[config.mk]
export PLATFORM = sky130hd
export DESIGN_NAME = instr_fetch_flat
export DESIGN_NICKNAME = d
export VERILOG_FILES = /design/src/rtl/instr_fetch_if.sv /design/src/rtl/instr_fetch.sv /design/src/flat_wrapper.sv
export SDC_FILE = /design/constraint.sdc
export NUM_CORES = 1
export LEC_CHECK = 0
export ABC_AREA = 1
export CORE_MARGIN = 2
export CORE_UTILIZATION = 37
export CTS_CLUSTER_DIAMETER = 40
export CTS_CLUSTER_SIZE = 16
export DETAILED_ROUTE_END_ITERATION = 12
export PLACE_DENSITY_LB_ADDON = 0.12
export SYNTH_ARGS = -nofsm -noshare
export SYNTH_HDL_FRONTEND = slang
export SYNTH_SLANG_ARGS = --single-unit
[constraint.sdc]
create_clock -name clk -period 2.3 [get_ports clk]
set_input_delay 0.46 -clock clk [delete_from_list [all_inputs] [get_ports clk]]
set_output_delay 0.46 -clock clk [all_outputs]
set_load 0.01 [all_outputs]
[src/rtl/instr_fetch_if.sv]
`default_nettype none
// ============================================================================
// Module      : instr_fetch_if
// Description : Fetch-stage bus: decoder handshake, redirect, BIOS/IMEM ports.
// Revision    : 1.0 - initial release
// ============================================================================
interface instr_fetch_if #(
  parameter int BIOS_AWIDTH = 12,
  parameter int IMEM_AWIDTH = 14
);
  logic                   stall;
  logic                   redirect;
  logic [31:0]            redirect_pc;
  logic [BIOS_AWIDTH-1:0] bios_addr;
  logic [31:0]            bios_dout;
  logic [IMEM_AWIDTH-1:0] imem_addr;
  logic [31:0]            imem_dout;
  logic [31:0]            instr;
  logic [31:0]            instr_pc;
  logic                   instr_valid;
  logic                   misalign_err;
  logic [31:0]            fetch_count;

  modport master (
    input  stall, redirect, redirect_pc, bios_dout, imem_dout,
    output bios_addr, imem_addr, instr, instr_pc, instr_valid,
           misalign_err, fetch_count
  );

  modport slave (
    output stall, redirect, redirect_pc, bios_dout, imem_dout,
    input  bios_addr, imem_addr, instr, instr_pc, instr_valid,
           misalign_err, fetch_count
  );
endinterface
`default_nettype wire

[src/rtl/instr_fetch.sv]
`default_nettype none
// ============================================================================
// Module      : instr_fetch
// Description : PC owner; fetches from BIOS/IMEM and feeds the decoder.
// Revision    : 1.0 - initial release
// ============================================================================
module instr_fetch #(
  parameter logic [31:0] RESET_PC    = 32'h4000_0000,
  parameter int          BIOS_AWIDTH = 12,
  parameter int          IMEM_AWIDTH = 14,
  parameter logic [31:0] NOP         = 32'h0000_0013
) (
  input  wire            clk,
  input  wire            rst,
  instr_fetch_if.master  bus
);
  localparam logic [31:0] C_PC_PRE_RESET = RESET_PC - 32'd4;

  logic [31:0] req_pc;
  logic [31:0] pc_q;
  logic        valid_q, valid_d;
  logic        sel_bios_q;
  logic        err_q, err_d;
  logic [31:0] cnt_q, cnt_d;
  logic        instr_valid;

  always_comb begin
    req_pc = pc_q + 32'd4;
    if (rst)               req_pc = RESET_PC;
    else if (bus.redirect) req_pc = {bus.redirect_pc[31:2], 2'b00};
    else if (bus.stall)    req_pc = pc_q;
  end

  // A redirect kills the wrong-path word presented in the same cycle.
  assign instr_valid = valid_q & ~bus.redirect & ~rst;

  always_comb begin
    valid_d = 1'b1;
    if (bus.stall && !bus.redirect) valid_d = valid_q;
    err_d = err_q | (bus.redirect & (|bus.redirect_pc[1:0]));
    cnt_d = cnt_q + {31'd0, instr_valid & ~bus.stall};
  end

  always_ff @(posedge clk) begin
    sel_bios_q <= req_pc[30];
    if (rst) begin
      pc_q    <= C_PC_PRE_RESET;
      valid_q <= 1'b0;
      err_q   <= 1'b0;
      cnt_q   <= 32'd0;
    end else begin
      pc_q    <= req_pc;
      valid_q <= valid_d;
      err_q   <= err_d;
      cnt_q   <= cnt_d;
    end
  end

  assign bus.bios_addr    = req_pc[BIOS_AWIDTH+1:2];
  assign bus.imem_addr    = req_pc[IMEM_AWIDTH+1:2];
  assign bus.instr_valid  = instr_valid;
  assign bus.instr        = instr_valid ? (sel_bios_q ? bus.bios_dout
                                                      : bus.imem_dout)
                                        : NOP;
  assign bus.instr_pc     = pc_q;
  assign bus.misalign_err = err_q;
  assign bus.fetch_count  = cnt_q;
endmodule
`default_nettype wire

[src/flat_wrapper.sv]
// flat-port wrapper written by rule: the top's interface ports become plain ports
module instr_fetch_flat 
#(
  parameter logic [31:0] RESET_PC    = 32'h4000_0000,
  parameter int          BIOS_AWIDTH = 12,
  parameter int          IMEM_AWIDTH = 14,
  parameter logic [31:0] NOP         = 32'h0000_0013
)
  (clk, rst, bus_stall, bus_redirect, bus_redirect_pc, bus_bios_dout, bus_imem_dout, bus_bios_addr, bus_imem_addr, bus_instr, bus_instr_pc, bus_instr_valid, bus_misalign_err, bus_fetch_count);
  instr_fetch_if #(.BIOS_AWIDTH(BIOS_AWIDTH), .IMEM_AWIDTH(IMEM_AWIDTH)) bus_i ();
  input  wire clk;
  input  wire rst;
  input wire logic [$bits(bus_i.stall)-1:0] bus_stall;
  input wire logic [$bits(bus_i.redirect)-1:0] bus_redirect;
  input wire logic [$bits(bus_i.redirect_pc)-1:0] bus_redirect_pc;
  input wire logic [$bits(bus_i.bios_dout)-1:0] bus_bios_dout;
  input wire logic [$bits(bus_i.imem_dout)-1:0] bus_imem_dout;
  output wire logic [$bits(bus_i.bios_addr)-1:0] bus_bios_addr;
  output wire logic [$bits(bus_i.imem_addr)-1:0] bus_imem_addr;
  output wire logic [$bits(bus_i.instr)-1:0] bus_instr;
  output wire logic [$bits(bus_i.instr_pc)-1:0] bus_instr_pc;
  output wire logic [$bits(bus_i.instr_valid)-1:0] bus_instr_valid;
  output wire logic [$bits(bus_i.misalign_err)-1:0] bus_misalign_err;
  output wire logic [$bits(bus_i.fetch_count)-1:0] bus_fetch_count;
  assign bus_i.stall = bus_stall;
  assign bus_i.redirect = bus_redirect;
  assign bus_i.redirect_pc = bus_redirect_pc;
  assign bus_i.bios_dout = bus_bios_dout;
  assign bus_i.imem_dout = bus_imem_dout;
  assign bus_bios_addr = bus_i.bios_addr;
  assign bus_imem_addr = bus_i.imem_addr;
  assign bus_instr = bus_i.instr;
  assign bus_instr_pc = bus_i.instr_pc;
  assign bus_instr_valid = bus_i.instr_valid;
  assign bus_misalign_err = bus_i.misalign_err;
  assign bus_fetch_count = bus_i.fetch_count;
  instr_fetch #(.RESET_PC(RESET_PC), .BIOS_AWIDTH(BIOS_AWIDTH), .IMEM_AWIDTH(IMEM_AWIDTH), .NOP(NOP)) u_core (.clk(clk), .rst(rst), .bus(bus_i));
endmodule
==> metrics <==
Netlist cell types=35; Async S/R FF share, synth=0%; CTS hold repair buffers=0; Worst-Skew Late Latency=0.33 ns; mapped cell area=4570 µm²; clock sinks=65; Final Skew=0.00384 ns; CP bufs+invs=7; largest net degree at the start of global routing=33; final antenna-violating net count=0; worst min path class=flip-flop to flip-flop; drt pass-1 iters=5; cell repeated most along the worst path=buf_6; delay of the slowest critical-path stage=0.27 ns; IO Count=224; initial DRC count=~210; peak supply drop=about 0.32 mV; Synth Flop Type=dfxtp_1; Die W=115 µm; flops & latches, synth=65; # DRC=0; CP Capture Type=output port; post-route setup TNS=-0.0140 ns; Flop pwr share=a little under two fifths; Psw=959 µW; Worst-path clk slew=0.05 ns; Crit-path slowest cell=dlygate4sd2_1; leakage power=0.00328 µW; P&R area growth vs syn=64.9%; EDFF count, synth=0; Cell Rows=40; WHS=0.479 ns; Req. time, crit path=about 1.8 ns; Die ar.=13,300 µm²; Final Non-Filler Cells=1,125; final slew viol count=0; CTS H-tree lvls=3; internal power=2390 µW; most frequent cells in the layout=nand2_1, clkdlybuf4s50_1, inv_1; DR vias=roughly 5,700; post-DR wirelength/cell=around 15 µm; Switching Share=28.6%; Core ar.=12,000 µm²; Critical Path Start Type=primary input; max_cap viols=0; gr usage total=24.2%; Setup CP Type=primary input to output port; sequential share of the synthesized area=28.5%; Max Root-Sink Buffers=2; crit path max fanout=6; initial antenna violation count=0; first-pass GRT wire length=~26 mm; Buffers on Ports=221; Logic pwr share=26.6%; Ant. Diodes=0; delay-heaviest family, CP=buffers and inverters; Initial Utilization=38.1%; drt total wl=16.5 mm; Fillers=1,084; Avg Cell Area, Syn=6.24 µm²; post-synthesis cell count=~730; Ys Warns=0; post-layout min period=2.31 ns; final worst slack=-0.0140 ns; Root Driver=clkbuf_16; Slew Limit Headroom=around 31%; die height=115 µm; CTS tree=yes; status=finished with violations; failing checks=setup timing; slew of the pin with the lowest slew margin=1.03 ns; RSZ-0062 raised after global routing=true; placed insts=1,092; vias per cell=5.06; GRT Residual Overflow=0; CTS Buf Count=9; CP arrival=1.85 ns; layout cell share with drive strength beyond 1=19.1%; Post-DP HPWL=around 13 mm; crit share post-route=101%; power share of the clock group=36.4%; pwr dens=444 nW/µm²; CP cell instances=dlygate4sd2_1 -> inv_2 -> nand2_4 -> nor2_4 -> buf_6 -> buf_6 -> nand2_4 -> or2_0 -> nand3_1 -> nand3_2 -> inv_2 -> buf_4 -> buf_6; vias in the first global route=around 5,300; RePlAce Congestion=approximately 0.94; Final Setup Violations=1; fin nets=1,079; FMAX=0.432 GHz; most common cell after layout, fill and taps aside=nand2_1; final hold violations=0
-- tightest hold or removal path, delay by kind of cell (launching register included) --
family	cells	cell delay (ns)
AOI/OAI and AO/OA	1	0.06
and+or+nand+nor	1	0.06
DFF	1	0.31
-- power by group through the flow --
| stage | logic [µW] | registers (µW) | clock network [µW] |
|---|---|---|---|
| 4_1_cts | 877 | 1240 | 1230 |
| 2_1_floorplan | 392 | 1260 | 0 |
| 5_1_grt | 971 | 1250 | 1290 |
| 3_5_place_dp | 855 | 1260 | 0 |
| 6_report | 890 | 1240 | 1220 |
| 3_3_place_gp | 847 | 1260 | 0 |
-- path summary, 6_finish.rpt --
| path | from | cells past startpoint | to | slack [ns] |
|---|---|---|---|---|
| setup / recovery | bus_stall | 13 | bus_bios_addr[8] | -0.01 |
| hold / removal | u_core.bus.fetch_count[31] | 2 | u_core.bus.fetch_count[31] | 0.48 |
| setup reg to reg | u_core.bus.instr_pc[2] | 17 | u_core.bus.instr_pc[6] | 0.08 |
| hold reg to reg | u_core.bus.fetch_count[31] | 2 | u_core.bus.fetch_count[31] | 0.48 |
-- logic make-up after synthesis --
group,count (synthesis),share of synthesized area [%]
buffers and inverters,131,13.4
XOR/XNOR,5,0.958
other,1,0.0820
AO/OA/AOI/OAI,107,13.2
flip-flops,65,28.5
AND/OR/NAND/NOR,420,43.1
adder cells (fa/ha/maj),3,0.821
-- routing by layer --
metal	vias up	GRT usage, %	share of wire (%)
met5	-	0	0
met4	0	10.2	2.8
met3	34	5.06	7.2
met2	211	40.9	48
met1	2627	29.9	42
li1	2823	-	-
-- registers in the layout (all words and copies together) (netlist names) --
signal                   flops
u_core.sel_bios_q            1
u_core.bus.fetch_count      32
u_core.bus.misalign_err      1
u_core.bus.instr_pc         30
u_core.valid_q               1
-- stage by stage --
stage / power, µW / util (%) / setup slack, ns / instance area [µm²]
floorplan: 1660 / - / -0.0599 / 4620
global route: 3510 / 62.7 / -0.0995 / 7540
finish: 3350 / 62.7 / -0.0140 / 7540
global placement: 2100 / 59.0 / -0.569 / 7080
CTS: 3340 / 62.2 / -0.0627 / 7470
detailed placement: 2110 / 59.0 / -0.586 / 7080
-- what timing repair did --
| action | CTS | global route |
|---|---|---|
| buffers inserted | 17 | 3 |
| pin swaps | 9 | 7 |
| endpoints found under the setup margin | 77 | 66 |
| hold endpoints to repair | 0 | 0 |
| cloned | 0 | 0 |
| resized for setup | 134 | 37 |
-- cell usage after synthesis (5+ instances only) --
master	n	area, µm²
nand3b_1	9	67.6
dfxtp_1	65	1300
o21ai_1	5	25.0
buf_4	29	218
a221oi_1	12	105
clkbuf_1	16	60.1
inv_1	75	282
nor3_2	6	60.1
nand2_2	14	87.6
nor3_1	18	90.1
or2_2	14	87.6
nor2_1	65	244
a21oi_1	59	295
o21ai_0	22	110
nand4_1	10	62.6
nand3_1	47	235
nor2_2	11	68.8
buf_2	9	45.0
nand2_1	210	788
nor2_4	6	67.6
-- final cells by class --
class                      instances  area (µm²)  area share [%]
clock buffer                      12         246            3.27
clock inverter                     1        5.00          0.0664
inverter                          77         289            3.84
multi-input combinational        537        2830            37.6
sequential                        65        1310            17.4
tap                              147         184            2.44
timing repair buffer             286        2670            35.4
(Power assumes the default switching activity.)
